$ cat config.mk
export PLATFORM = sky130hd
export DESIGN_NAME = spe_job_scheduler
export DESIGN_NICKNAME = d
export VERILOG_FILES = /design/src/rtl/snn_sched_pkg.sv /design/src/rtl/spe_rr_pick.sv /design/src/rtl/spe_job_scheduler.sv
export SDC_FILE = /design/constraint.sdc
export NUM_CORES = 1
export LEC_CHECK = 0
export ABC_AREA = 1
export BUFFER_PORTS_ARGS = -buffer_cell sky130_fd_sc_hd__buf_2
export CAP_MARGIN = 20
export CORE_MARGIN = 2
export CORE_UTILIZATION = 30
export CTS_BUF_LIST = sky130_fd_sc_hd__clkbuf_8
export DETAILED_ROUTE_END_ITERATION = 8
export HOLD_SLACK_MARGIN = 0.06
export PLACE_DENSITY_LB_ADDON = 0.3
export SLEW_MARGIN = 40
export SYNTH_ARGS = -nofsm -noshare
export SYNTH_HDL_FRONTEND = slang
export SYNTH_SLANG_ARGS = --single-unit
$ cat constraint.sdc
create_clock -name clk -period 4.35 [get_ports clk]
set_input_delay 0.6525 -clock clk [delete_from_list [all_inputs] [get_ports clk]]
set_output_delay 0.6525 -clock clk [all_outputs]
set_load 0.02 [all_outputs]
$ cat src/rtl/snn_sched_pkg.sv
// Shared scheduler types and layer geometry. The PE and packet-injector blocks
// use the same defaults.
package snn_sched_pkg;

    localparam int NUM_PE   = 5;
    localparam int NUM_ROWS = 21;
    localparam int NUM_TS   = 2;
    localparam int PE_W     = 3;
    localparam int ROW_W    = 5;
    localparam int TS_W     = 2;

    typedef logic [PE_W-1:0]  pe_id_t;
    typedef logic [ROW_W-1:0] row_t;
    typedef logic [TS_W-1:0]  ts_t;

    typedef enum logic [2:0] {
        IDLE,
        DISPATCH,
        DRAIN,
        TS_END,
        DONE
    } sched_state_e;

    // Successor of a PE ID in round-robin order, wrapping at NUM_PE.
    function automatic pe_id_t pe_next(input pe_id_t p);
        return (p == pe_id_t'(NUM_PE - 1)) ? pe_id_t'(0) : p + pe_id_t'(1);
    endfunction

endpackage

$ cat src/rtl/spe_rr_pick.sv
// Combinational round-robin picker: returns the first available PE at or after
// rr_ptr, wrapping modulo NUM_PE.
module spe_rr_pick
    import snn_sched_pkg::*;
(
    input  logic [NUM_PE-1:0] avail,
    input  logic [PE_W-1:0]   rr_ptr,
    output logic              found,
    output logic [PE_W-1:0]   pe_id
);

    logic [2*NUM_PE-1:0] dbl;
    logic [NUM_PE-1:0]   rot;
    logic [PE_W:0]       off;
    logic [PE_W:0]       sum;

    // Rotate the mask so bit 0 corresponds to rr_ptr; the lowest set bit then
    // gives the offset of the winner from the pointer.
    // NOTE: every always_comb output gets a default before any branch, so no
    // path can leave a value unassigned and infer a latch.
    always_comb begin
        dbl   = {avail, avail};
        dbl   = dbl >> rr_ptr;
        rot   = dbl[NUM_PE-1:0];
        found = |rot;
        off   = '0;
        for (int i = NUM_PE - 1; i >= 0; i--) begin
            if (rot[i]) begin
                off = (PE_W + 1)'(i);
            end
        end
        sum   = {1'b0, rr_ptr} + off;
        pe_id = (sum >= (PE_W + 1)'(NUM_PE)) ? PE_W'(sum - (PE_W + 1)'(NUM_PE))
                                             : sum[PE_W-1:0];
    end

endmodule

$ cat src/rtl/spe_job_scheduler.sv
// Per-layer SPE job scheduler: one job per row per timestep, round-robin PE
// allocation with busy tracking, and a barrier between consecutive timesteps.
module spe_job_scheduler
    import snn_sched_pkg::*;
(
    input  logic             clk,
    input  logic             rst_n,
    input  logic             start,
    output logic             job_valid,
    input  logic             job_ready,
    output logic [PE_W-1:0]  job_pe,
    output logic [TS_W-1:0]  job_ts,
    output logic [ROW_W-1:0] job_row,
    input  logic             cmpl_valid,
    input  logic [PE_W-1:0]  cmpl_pe,
    output logic             ts_done,
    output logic             all_done,
    output logic             busy,
    output logic             err_cmpl
);

    sched_state_e      state, state_next;
    logic [NUM_PE-1:0] pe_busy;
    logic [NUM_PE-1:0] acc_onehot;
    logic [NUM_PE-1:0] avail;
    pe_id_t            rr_ptr;
    pe_id_t            pick_ptr;
    pe_id_t            pick_pe;
    logic              pick_found;
    ts_t               ts;
    row_t              row;
    row_t              row_next;
    logic              accept;
    logic              layer_start;
    logic              cmpl_ok;
    logic              load_offer;

    assign accept      = job_valid && job_ready;
    assign layer_start = (state == IDLE) && start;
    assign row_next    = accept ? row + row_t'(1) : row;
    assign pick_ptr    = accept ? pe_next(job_pe) : rr_ptr;
    assign cmpl_ok     = cmpl_valid && (cmpl_pe < pe_id_t'(NUM_PE)) && pe_busy[cmpl_pe];

    // A PE being accepted this edge is not yet marked busy but must not be
    // offered again; a completion this edge only frees its PE for the next pick.
    always_comb begin
        acc_onehot = '0;
        if (accept) begin
            acc_onehot[job_pe] = 1'b1;
        end
    end

    assign avail      = ~(pe_busy | acc_onehot);
    assign load_offer = (state == DISPATCH) && (!job_valid || accept) &&
                        (row_next < row_t'(NUM_ROWS));

    spe_rr_pick u_pick (
        .avail  (avail),
        .rr_ptr (pick_ptr),
        .found  (pick_found),
        .pe_id  (pick_pe)
    );

    always_comb begin
        state_next = state;
        ts_done    = 1'b0;
        all_done   = 1'b0;
        busy       = (state != IDLE);
        unique case (state)
            IDLE:     if (start) state_next = DISPATCH;
            DISPATCH: if (accept && row_next == row_t'(NUM_ROWS)) state_next = DRAIN;
            DRAIN:    if (pe_busy == '0) state_next = TS_END;
            TS_END: begin
                ts_done    = 1'b1;
                state_next = (ts == ts_t'(NUM_TS)) ? DONE : DISPATCH;
            end
            DONE: begin
                all_done   = 1'b1;
                state_next = IDLE;
            end
            default:  state_next = IDLE;
        endcase
    end

    // NOTE: sequential state uses non-blocking assignments so every flop
    // samples pre-edge values regardless of statement order.
    always_ff @(posedge clk or negedge rst_n) begin
        if (!rst_n) begin
            state <= IDLE;
        end else begin
            state <= state_next;
        end
    end

    always_ff @(posedge clk or negedge rst_n) begin
        if (!rst_n) begin
            pe_busy  <= '0;
            rr_ptr   <= '0;
            ts       <= ts_t'(1);
            row      <= '0;
            err_cmpl <= 1'b0;
        end else begin
            if (cmpl_ok) begin
                pe_busy[cmpl_pe] <= 1'b0;
            end
            if (accept) begin
                pe_busy[job_pe] <= 1'b1;
                rr_ptr          <= pe_next(job_pe);
            end
            if (layer_start) begin
                ts  <= ts_t'(1);
                row <= '0;
            end else if (state == TS_END && ts != ts_t'(NUM_TS)) begin
                ts  <= ts + ts_t'(1);
                row <= '0;
            end else begin
                row <= row_next;
            end
            // A bad completion on the start edge still counts for the new layer.
            if (layer_start) begin
                err_cmpl <= 1'b0;
            end
            if (cmpl_valid && !cmpl_ok) begin
                err_cmpl <= 1'b1;
            end
        end
    end

    // Offer register: held unchanged until accepted, reloaded on the accept edge.
    always_ff @(posedge clk or negedge rst_n) begin
        if (!rst_n) begin
            job_valid <= 1'b0;
            job_pe    <= '0;
            job_ts    <= TS_W'(1);
            job_row   <= '0;
        end else if (load_offer) begin
            job_valid <= pick_found;
            if (pick_found) begin
                job_pe  <= pick_pe;
                job_ts  <= ts;
                job_row <= row_next;
            end
        end else if (accept) begin
            job_valid <= 1'b0;
        end
    end

endmodule

==> flow_summary_export.csv <==
group,metric,value,unit
run_status,status,"completed",
clock_tree,hold_buffers,0,
place,portBuffers,22,
power,ir_drop,0.000385,V
worst_setup_path,cp.required,4.58,ns
logic_synthesis,synth.area.top_cells,"dfrtp_1 (35%), nand2_1 (13%), nand3_1 (8.8%)",
floorplanning,pin_count,23,
layout,fin_cells,373,
logic_synthesis,synth_area_per_cell,7.38,um2
clock_tree,clk_pin_slew,0.08,ns
logic_synthesis,syn_nets,288,
sta,tightest_slew,0.690,ns
sta,period_needed,3.59,ns
drt,routedWlPerCell,11.9,um
logic_synthesis,synthFlopType,"dfrtp_1",
floorplanning,initial_core_util,0.312,
sta,slew_viol_final,0,
logic_synthesis,syn-cell-area,1990,um2
logic_synthesis,synth-seq-cells,30,
clock_tree,ctsRootBufferMaster,"clkbuf_8",
logic_synthesis,synth_commonest_cells,"nand2_1 (71), inv_1 (45), nand3_1 (35), dfrtp_1 (28), nor2_1 (15)",
layout,num-nets-final,313,
drt,via_per_inst,4.85,
sta,rsz0062_at_grt,"no",
grt,grt_pass1_wl,7.80,mm
worst_setup_path,crit_slowest_cell,"fa_1",
drt,drtPass1Iterations,4,
place,place_hpwl,3.43,mm
sta,tns,0,ns
sta,fmax,279,MHz
worst_setup_path,cp.arrival,3.82,ns
logic_synthesis,syn_inst,270,
logic_synthesis,synth_edf_count,0,
drt,drc_errors,0,
clock_tree,postCtsSetupRepairBufs,0,
worst_setup_path,path_buf_inv,3,
logic_synthesis,yosysWarningCount,0,
floorplanning,die_h,85.5,um
drt,num_vias,1808,
sta,relSlewSlack,0.540,
layout,fillerInstances,691,
logic_synthesis,synth_top_area_frac,0.352,
logic_synthesis,synth_seq_area_share,0.378,
drt,wl_met2,1.86,mm
logic_synthesis,synth_most_common_cell,"nand2_1",
place,place_congestion,0.811,
layout,drive_gt1_frac,0.155,
drt,drt-initial-drc-count,84,
worst_setup_path,r2r_setup_slack,0.81,ns
logic_synthesis,synth_top_area_cell,"dfrtp_1",
worst_setup_path,cp_top_family,"simple AND/OR/NAND/NOR gates",
grt,grt_pass1_vias,1739,
grt,gr-usage-all-layers,0.134,
drt,final_antenna_net_count,0,
clock_tree,cts_tree,"yes",
drt,routed_wirelength,4.44,mm
worst_setup_path,slowest_delay,0.53,ns
floorplanning,design.die.area,7310,um2
logic_synthesis,synthArstFlopShare,1.00,
floorplanning,core,6390,um2
floorplanning,row_count,29,
drt,drt-met1-wl,2.28,mm
drt,highest_layer,"met4",
worst_setup_path,cp_cell_sequence,"buf_2 > nand2_1 > nor2_2 > nand2_1 > nand2_1 > nand2_1 > nand3_1 > nand3_1 > nand2_2 > nand3_1 > a21boi_0 > ha_1 > inv_1 > fa_1 > ha_1 > inv_1 > o21ai_0 > nand3_1 > nand2_1 > xnor2_1 > nand3_1 > nand2_1",
worst_setup_path,start_kind,"primary input",
layout,final_area,2260,um2
sta,fin_skew,0.00977,ns
clock_tree,clock_sinks,30,
layout,num_antenna_cells,0,
grt,gr-total-overflow,0,
grt,grt_max_degree,31,
drt,met3_wirelength,221,um
clock_tree,cts_buffers,5,
clock_tree,cts_buffer_depth,2,
place,dp.cells,365,
place,dpl-instance-area,2170,um2
sta,setup_viol_count_final,0,
clock_tree,clk_latency,0.29,ns
worst_setup_path,reg2reg_depth,21,
layout,area_delta_synth_final,13.5,%
logic_synthesis,ys_types,34,
clock_tree,ctsResizeCount,0,
min_path,min_path_type,"in2async",
worst_setup_path,path_depth,22,
power,power.density,875,nW/um2
worst_setup_path,path_common_cell,"nand2_1",
floorplanning,die_w,85.5,um
worst_setup_path,end_kind,"register",
worst_setup_path,reg2reg_to,"job_pe[2]",
sta,period_share,0.825,
power,leakagePower,1.20,nW
worst_setup_path,critPathKind,"in2reg",
worst_setup_path,worstReg2RegStart,"job_pe[0]",
layout,post-route-util,0.354,
power,power.total,1.98,mW
grt,antenna_found_initial,0,
sta,hold_viol,0,
worst_setup_path,critPathMaxFanout,11,
run,drv_cap,0,
clock_tree,htreeDepth,2,
-- worst max path at each step --
| stage | startpoint | to | slack (ns) |
|---|---|---|---|
| 6_report | job_ready | job_pe[2] | 0.76 |
| 3_3_place_gp | job_ready | job_pe[2] | 0.56 |
| 3_5_place_dp | job_ready | job_pe[2] | 0.45 |
| 2_1_floorplan | job_pe[0] | job_pe[2] | 1.02 |
| 5_1_grt | job_ready | job_pe[2] | 0.31 |
| 4_1_cts | job_ready | job_pe[2] | 0.76 |
-- cells in the final DEF (no fill, tap or decap), types with 2 or more instances in the layout --
cell type | Yosys | routed
nor3_1 | 6 | 6
dfstp_2 | 2 | 2
dfrtp_1 | 28 | 28
o211ai_1 | 2 | 2
nand3_2 | 2 | 2
ha_1 | 9 | 9
o21bai_1 | 4 | 4
xnor2_1 | 2 | 2
nor2_1 | 15 | 15
nand2_1 | 71 | 71
xor2_1 | 4 | 4
o21ai_0 | 12 | 12
nor3_2 | 2 | 2
nand2_2 | 4 | 4
a21oi_1 | 5 | 5
inv_1 | 45 | 45
nand4_1 | 3 | 3
clkbuf_8 | 0 | 6
buf_2 | 2 | 22
nand3_1 | 35 | 35
inv_2 | 2 | 2
-- cell families (layout without fill, tap and decap cells) --
logic type,after synthesis,in the layout,share of synthesized area
buf+inv,52,78,0.108
fa+ha+maj,10,10,0.0666
mux,1,1,0.00503
xor+xnor,6,6,0.0264
compound gates,31,31,0.102
simple gates,140,140,0.313
flops,30,30,0.378
-- through the flow --
stage / hold slack (ns) / worst slack, ns
after floorplan: 0.357 / 1.02
after global routing: 0.460 / 0.314
after global placement: 0.450 / 0.564
after detailed placement: 0.453 / 0.450
after CTS: 0.425 / 0.757
final: 0.395 / 0.760
-- cell type report --
class	count	area [um2]	share of cell area
clock buffer	6	82.6	0.0365
clock inverter	2	12.5	0.00553
inverter	48	183	0.0808
multi-input combinational	188	1020	0.453
sequential	30	753	0.333
tap	77	96.3	0.0426
timing repair buffer	22	110	0.0487
-- metal layers --
layer,GRT usage,vias to the layer above
met1,0.179,843
li1,-,920
met5,0,-
met3,0.0418,9
met2,0.205,36
met4,0.0491,0
-- state kept, by name, indices dropped and copies added, names as in the netlist --
name / flops
rr_ptr: 3
job_ts: 2
err_cmpl: 1
row: 5
state: 3
ts: 2
job_valid: 1
job_row: 5
job_pe: 3
pe_busy: 5
-- where the power goes --
group          total, mW  leakage, nW  internal (mW)  switching, mW
Clock              0.247       0.0472          0.127          0.120
Combinational       1.26        0.782          0.454          0.806
Sequential         0.471        0.374          0.394         0.0767
Total               1.98         1.20          0.975           1.00
No activity file was read; power rests on OpenSTA's default activity.
